===== src/rtl/prewish5k_mask_sequencer_if.sv =====
// Controller-side bus of the mask sequencer: append port, run/clear controls,
// and the strobe/mask handshake toward the mentor plus playlist status.
interface prewish5k_mask_sequencer_if #(
  parameter int DEPTH_BITS = 3
);
  logic                  STB_I;
  logic [7:0]            DAT_I;
  logic                  i_clear;
  logic                  i_run;
  logic                  STB_O;
  logic [7:0]            DAT_O;
  logic [DEPTH_BITS:0]   o_count;
  logic                  o_full;
  logic                  o_alive;

  modport master (
    output STB_I, DAT_I, i_clear, i_run,
    input  STB_O, DAT_O, o_count, o_full, o_alive
  );

  modport slave (
    input  STB_I, DAT_I, i_clear, i_run,
    output STB_O, DAT_O, o_count, o_full, o_alive
  );
endinterface


===== src/rtl/prewish5k_mask_sequencer.sv =====
// Playlist scheduler: stores up to 2**DEPTH_BITS blink masks and replays them
// round-robin, one STB_O/DAT_O strobe every DWELL_CYCLES clocks while running.
module prewish5k_mask_sequencer #(
  parameter int DEPTH_BITS   = 3,
  parameter int DWELL_CYCLES = 12_000_000,
  parameter int DWELL_BITS   = 24
) (
  input  logic                          CLK_I,
  input  logic                          RST_I,
  prewish5k_mask_sequencer_if.slave     bus
);
  localparam int                    ENTRIES    = 1 << DEPTH_BITS;
  localparam logic [DEPTH_BITS:0]   FULL_COUNT = (DEPTH_BITS + 1)'(ENTRIES);
  localparam logic [DWELL_BITS-1:0] DWELL_LOAD = DWELL_BITS'(DWELL_CYCLES - 2);

  typedef enum logic [1:0] {
    IDLE,
    ISSUE,
    DWELL
  } state_t;

  state_t                  state_q, state_n;
  logic                    stb_q, stb_n;
  logic [7:0]              dat_q, dat_n;
  logic [DEPTH_BITS:0]     count_q, count_n;
  logic [DEPTH_BITS-1:0]   idx_q, idx_n;
  logic [DWELL_BITS-1:0]   dwell_q, dwell_n;

  logic [7:0]              mem [ENTRIES];
  logic                    full;
  logic                    wr_en;
  logic [DEPTH_BITS:0]     idx_inc;
  logic [DEPTH_BITS-1:0]   idx_adv;

  assign full    = (count_q == FULL_COUNT);
  assign wr_en   = bus.STB_I && !full && !bus.i_clear;
  // Wrap decision uses the pre-edge count, so a same-edge append waits a lap.
  assign idx_inc = {1'b0, idx_q} + 1'b1;
  assign idx_adv = (idx_inc >= count_q) ? '0 : idx_inc[DEPTH_BITS-1:0];

  // NOTE: the playlist storage has no reset; only count/idx define validity,
  // which keeps it a plain RAM without a reset fan-out to every entry.
  always_ff @(posedge CLK_I) begin
    if (wr_en) mem[count_q[DEPTH_BITS-1:0]] <= bus.DAT_I;
  end

  always_comb begin
    // NOTE: every signal gets a hold default first so no path infers a latch.
    state_n = state_q;
    stb_n   = stb_q;
    dat_n   = dat_q;
    count_n = count_q;
    idx_n   = idx_q;
    dwell_n = dwell_q;

    if (bus.i_clear) begin
      count_n = '0;
      idx_n   = '0;
      state_n = IDLE;
      stb_n   = 1'b0;
    end else begin
      if (wr_en) count_n = count_q + 1'b1;

      unique case (state_q)
        IDLE: begin
          if (bus.i_run && count_q != '0) begin
            stb_n   = 1'b1;
            dat_n   = mem[idx_q];
            state_n = ISSUE;
          end
        end
        ISSUE: begin
          stb_n   = 1'b0;
          dwell_n = DWELL_LOAD;
          state_n = DWELL;
        end
        DWELL: begin
          if (dwell_q != '0) begin
            dwell_n = dwell_q - 1'b1;
          end else begin
            idx_n = idx_adv;
            if (bus.i_run && count_q != '0) begin
              stb_n   = 1'b1;
              dat_n   = mem[idx_adv];
              state_n = ISSUE;
            end else begin
              state_n = IDLE;
            end
          end
        end
        default: state_n = IDLE;
      endcase
    end
  end

  // NOTE: sequential state uses non-blocking assignments so all registers
  // update together from pre-edge values.
  always_ff @(posedge CLK_I) begin
    if (RST_I) begin
      state_q <= IDLE;
      stb_q   <= 1'b0;
      dat_q   <= '0;
      count_q <= '0;
      idx_q   <= '0;
      dwell_q <= '0;
    end else begin
      state_q <= state_n;
      stb_q   <= stb_n;
      dat_q   <= dat_n;
      count_q <= count_n;
      idx_q   <= idx_n;
      dwell_q <= dwell_n;
    end
  end

  assign bus.STB_O   = stb_q;
  assign bus.DAT_O   = dat_q;
  assign bus.o_count = count_q;
  assign bus.o_full  = full;
  assign bus.o_alive = (state_q != IDLE);
endmodule


===== src/flat_wrapper.sv =====
// flat-port wrapper written by rule: the top's interface ports become plain ports
module prewish5k_mask_sequencer_flat 
#(
  parameter int DEPTH_BITS   = 3,
  parameter int DWELL_CYCLES = 12_000_000,
  parameter int DWELL_BITS   = 24
)
  (CLK_I, RST_I, bus_STB_I, bus_DAT_I, bus_i_clear, bus_i_run, bus_STB_O, bus_DAT_O, bus_o_count, bus_o_full, bus_o_alive);
  prewish5k_mask_sequencer_if #(.DEPTH_BITS(DEPTH_BITS)) bus_i ();
  input  logic CLK_I;
  input  logic RST_I;
  input wire logic [$bits(bus_i.STB_I)-1:0] bus_STB_I;
  input wire logic [$bits(bus_i.DAT_I)-1:0] bus_DAT_I;
  input wire logic [$bits(bus_i.i_clear)-1:0] bus_i_clear;
  input wire logic [$bits(bus_i.i_run)-1:0] bus_i_run;
  output wire logic [$bits(bus_i.STB_O)-1:0] bus_STB_O;
  output wire logic [$bits(bus_i.DAT_O)-1:0] bus_DAT_O;
  output wire logic [$bits(bus_i.o_count)-1:0] bus_o_count;
  output wire logic [$bits(bus_i.o_full)-1:0] bus_o_full;
  output wire logic [$bits(bus_i.o_alive)-1:0] bus_o_alive;
  assign bus_i.STB_I = bus_STB_I;
  assign bus_i.DAT_I = bus_DAT_I;
  assign bus_i.i_clear = bus_i_clear;
  assign bus_i.i_run = bus_i_run;
  assign bus_STB_O = bus_i.STB_O;
  assign bus_DAT_O = bus_i.DAT_O;
  assign bus_o_count = bus_i.o_count;
  assign bus_o_full = bus_i.o_full;
  assign bus_o_alive = bus_i.o_alive;
  prewish5k_mask_sequencer #(.DEPTH_BITS(DEPTH_BITS), .DWELL_CYCLES(DWELL_CYCLES), .DWELL_BITS(DWELL_BITS)) u_core (.CLK_I(CLK_I), .RST_I(RST_I), .bus(bus_i));
endmodule

===== config.mk =====
export PLATFORM = sky130hd
export DESIGN_NAME = prewish5k_mask_sequencer_flat
export DESIGN_NICKNAME = d
export VERILOG_FILES = /design/src/rtl/prewish5k_mask_sequencer_if.sv /design/src/rtl/prewish5k_mask_sequencer.sv /design/src/flat_wrapper.sv
export SDC_FILE = /design/constraint.sdc
export NUM_CORES = 1
export LEC_CHECK = 0
export CORE_MARGIN = 2
export CORE_UTILIZATION = 50
export DETAILED_ROUTE_END_ITERATION = 7
export PLACE_DENSITY = 0.67
export SYNTH_ARGS = -nofsm -noshare
export SYNTH_HDL_FRONTEND = slang
export SYNTH_SLANG_ARGS = --single-unit

===== constraint.sdc =====
create_clock -name CLK_I -period 3.75 [get_ports CLK_I]
set_clock_uncertainty 0.15 [all_clocks]
set_input_delay 0.5625 -clock CLK_I [delete_from_list [all_inputs] [get_ports CLK_I]]
set_output_delay 0.5625 -clock CLK_I [all_outputs]
set_load 0.05 [all_outputs]

==> key figures <==
Outcome
  • Status: completed

Worst setup path
  • Total stage count of the critical path: 9
  • CP top delay family: simple AND/OR/NAND/NOR gates
  • CP max-delay cell: nor2_1
  • Setup CP Type: reg -> reg
  • Worst R2R End: u_core.bus.DAT_O[6]
  • Worst Setup End Kind: register
  • Crit path max fanout: 37
  • Reg2reg path depth: 9
  • Worst path cell trace: buf_4, ha_1, nand2b_1, a2111o_1, and2_1, nor2_1, o221ai_1, nand3b_1, a21oi_1
  • Worst setup path endpoint: u_core.bus.DAT_O[6]
  • Critical path's largest stage delay: between 0.5 and 0.6 ns
  • Internal reg-to-reg setup slack: 0.71 ns
  • Worst flop-to-flop path startpoint: u_core.idx_q[0]
  • Critical path buffers and inverters: 1
  • CP Data Arrival Time: around 3.1 ns
  • CP Launch Type: register
  • Critical path origin: u_core.idx_q[0]
  • Data required, critical path: about 3.9 ns

Cells and area
  • FF/Latch Area: between 2000 and 3000 sq um
  • Non-Filler Instances: 621
  • Area delta synth->final: 12.6%
  • Fillers: between 800 and 900
  • N_diodes: 0
  • Multi-input combinational cell area: ~2200 sq um
  • Ratio of cells with drive above 1 in the final layout: 0.113
  • Nets@finish: about 510

Power and ir drop
  • Pint: ~1.6 mW
  • Switching share of power: 0.237
  • PwrDens: 351 nW/um^2
  • Net switching power: between 0.4 and 0.5 mW
  • Max VDD drop: a little under 0.0003 V
  • Clock share of power: 0.334
  • Leakage power: roughly 1.9 nW
  • Combinational share of power: 0.045
  • Sequential group share of total power: 0.621

Detailed routing
  • Vias/cell: around 5.8
  • DRC violations left: 0
  • DR WL/cell: 18.7 microns
  • Total number of vias: roughly 3600
  • DRT Pass-1 Iters: 5
  • DRT Wirelength: 11600 microns
  • Initial DRC count: about 240
  • Final ANT Viol Nets: 0

Placement
  • Detailed placer's ending HPWL: roughly 7500 microns
  • PortBufs: 27
  • Cell total after placement: 605
  • Pre-CTS WS: ~0.6 ns
  • GPL Wtd Cong: slightly above 0.8

Synth
  • Ys flop type: edfxtp_1
  • FFs w/ async S/R, synth: 0
  • Mapped Nets: 478
  • Unique masters post-synth: a little under 50
  • Seq/Total Area, Yosys: 0.540
  • Register bit total from synthesis: about 110
  • Gate Count Post-Synth: 450
  • Ranking of synthesized cells by area: edfxtp_1, dfxtp_1, mux4_2, mux2i_1, ha_1
  • Syn Area/Cell: 11.6 sq um
  • Post-synth top area share: 0.368
  • Synth Warn #: 0
  • Post-synth EDFFs: 64
  • Yosys top cell by area: edfxtp_1
  • Syn Std Cell Area: around 5200 sq um

Clock network
  • Total clock sinks: roughly 110
  • H-tree depth: 3
  • CTS tree: built
  • Hold buffers post-CTS: 0
  • CTS max path bufs: 2
  • CTS root buf: clkbuf_8
  • Total CTS buffers: 9
  • # Post-CTS Setup Buffers: 0
  • Clk_lat worst skew: roughly 0.38 ns
  • Cts repair resizes: 0
  • Clock Pin Slew Worst Setup and Hold Paths: roughly 0.11 ns

Timing
  • Worst Max-Slew Pin Slew: between 0.9 and 1 ns
  • Final hold vios: 0
  • Post-route minimum period: about 3 ns
  • Setup violators final: 0
  • Unrepaired setup endpoints after global routing: false
  • Tcrit/Tclk final: 0.812
  • Setup ws final: 0.706 ns
  • Slew Limit Fails: 0
  • Final setup TNS: 0 ns
  • Relative slew slack: 0.352
  • Worst hold slack: approximately 0.33 ns
  • Fmax: 0.328 GHz

Global routing
  • Total GRT Usage: 0.214
  • Antenna violations before repair: 0
  • Vias in the first global route: roughly 3500
  • Congestion Overflow GR: 0
  • Largest net degree at the start of global routing: 38
  • First-pass GRT wire length: approximately 18000 microns

Floorplan
  • Die span in y: 106 microns
  • Initial Util: 0.511
  • # IOs: 28
  • DIE AREA: 11300 sq um
  • Core Region: about 10000 sq um
  • # rows: 37
  • Die width: roughly 110 microns

Job
  • Max cap viols: 0

Min path
  • Hold/Removal Path Class: reg -> reg
## cells in the final DEF, fill, tap and decap left out, drive strengths merged, types with 2 or more instances in the layout
master,instances
a211oi,3
a21oi,30
a31oi,2
and2,2
and3,2
buf,18
clkbuf,10
clkdlybuf4s50,27
clkinv,2
dfxtp,45
edfxtp,64
ha,15
inv,16
mux2i,27
mux4,16
nand2,25
nand2b,7
nand3,3
nand3b,8
nor2,45
nor2b,2
nor3,17
nor4,5
nor4b,2
o21ai,28
o221ai,8
o22ai,7
o31ai,7
or3,2
or4,2
xnor2,20
xor2,5
## per-layer routing
| metal | share of wire | vias to the layer above | global-route usage |
|---|---|---|---|
| met2 | 0.52 | 111 | 0.383 |
| met5 | 0 | - | 0 |
| met1 | 0.41 | 1771 | 0.258 |
| met3 | 0.053 | 15 | 0.0466 |
| met4 | 0.016 | 0 | 0.0648 |
| li1 | - | 1734 | - |
## sequential cells by signal, summed over array words and instances (netlist names), named ones only
signal / count
u_core.idx_q: 3
u_core.bus.DAT_O: 8
u_core.bus.STB_O: 1
u_core.bus.o_count: 4
u_core.state_q: 2
u_core.dwell_q: 24
u_core.mem: 64
## area by class of cell
class | instances | area share
Sequential cell | 109 | 0.480
Multi-Input combinational cell | 302 | 0.381
Timing Repair Buffer | 45 | 0.0689
Tap cell | 136 | 0.0289
Clock buffer | 10 | 0.0217
Clock inverter | 6 | 0.0113
Inverter | 13 | 0.00829
## worst min path at each step
stage                                   start             endpoint  slack [ns]  depth (start not counted)
final                     u_core.bus.DAT_O[6]  u_core.bus.DAT_O[6]        0.33                          2
after global routing      u_core.bus.DAT_O[1]  u_core.bus.DAT_O[1]        0.34                          2
after CTS                 u_core.bus.DAT_O[6]  u_core.bus.DAT_O[6]        0.33                          2
after detailed placement  u_core.bus.DAT_O[5]  u_core.bus.DAT_O[5]        0.31                          2
after global placement    u_core.bus.DAT_O[7]  u_core.bus.DAT_O[7]        0.31                          2
after floorplan             u_core.dwell_q[9]    u_core.dwell_q[9]        0.31                          2
## logic make-up (layout without fill, tap and decap cells)
| family | after synthesis | in the layout | share of synthesized area |
|---|---|---|---|
| AO/OA/AOI/OAI | 93 | 93 | 0.109 |
| flip-flops | 109 | 109 | 0.540 |
| multiplexers | 43 | 43 | 0.121 |
| buffers and inverters | 39 | 74 | 0.0302 |
| AND/OR/NAND/NOR | 126 | 126 | 0.122 |
| adder cells (fa/ha/maj) | 15 | 15 | 0.0359 |
| XOR/XNOR | 25 | 25 | 0.0419 |
## power groups by stage
stage / Sequential, mW / Combinational (mW) / Clock (mW)
after CTS: 1.28 / 0.0926 / 0.705
after global placement: 1.31 / 0.0902 / 0
after global routing: 1.28 / 0.101 / 0.747
after floorplan: 1.31 / 0.0503 / 0
final: 1.28 / 0.0920 / 0.689
after detailed placement: 1.31 / 0.0923 / 0
## metrics by stage
step	instance area, sq um	util	total power [mW]
after CTS	5880	0.575	2.08
final	5880	0.575	2.06
after global placement	5690	0.556	1.40
after floorplan	5220	-	1.36
after global routing	5880	0.575	2.13
after detailed placement	5690	0.556	1.40
## synth_stat cells (2+ instances only)
cell type  count
nor3_1        17
nor4_1         5
buf_2          3
nand3b_1       8
and3_1         2
a31oi_1        2
a21oi_1       30
buf_1          2
o31ai_1        7
dfxtp_1       45
mux2i_1       27
nand3_1        3
clkbuf_1      20
o22ai_1        7
mux4_2        16
or3_1          2
nand2b_1       7
nand2_1       24
ha_1          15
a211oi_1       3
o21ai_0       28
edfxtp_1      64
o221ai_1       8
nor2_1        44
xnor2_1       20
inv_1         13
xor2_1         5
nor2b_1        2
## worst min-delay path, stage by stage, from the launching register on
cell,delay (ns)
dfxtp_1,0.34
nand2_1,0.05
a21oi_1,0.05
(Power assumes the default switching activity.)
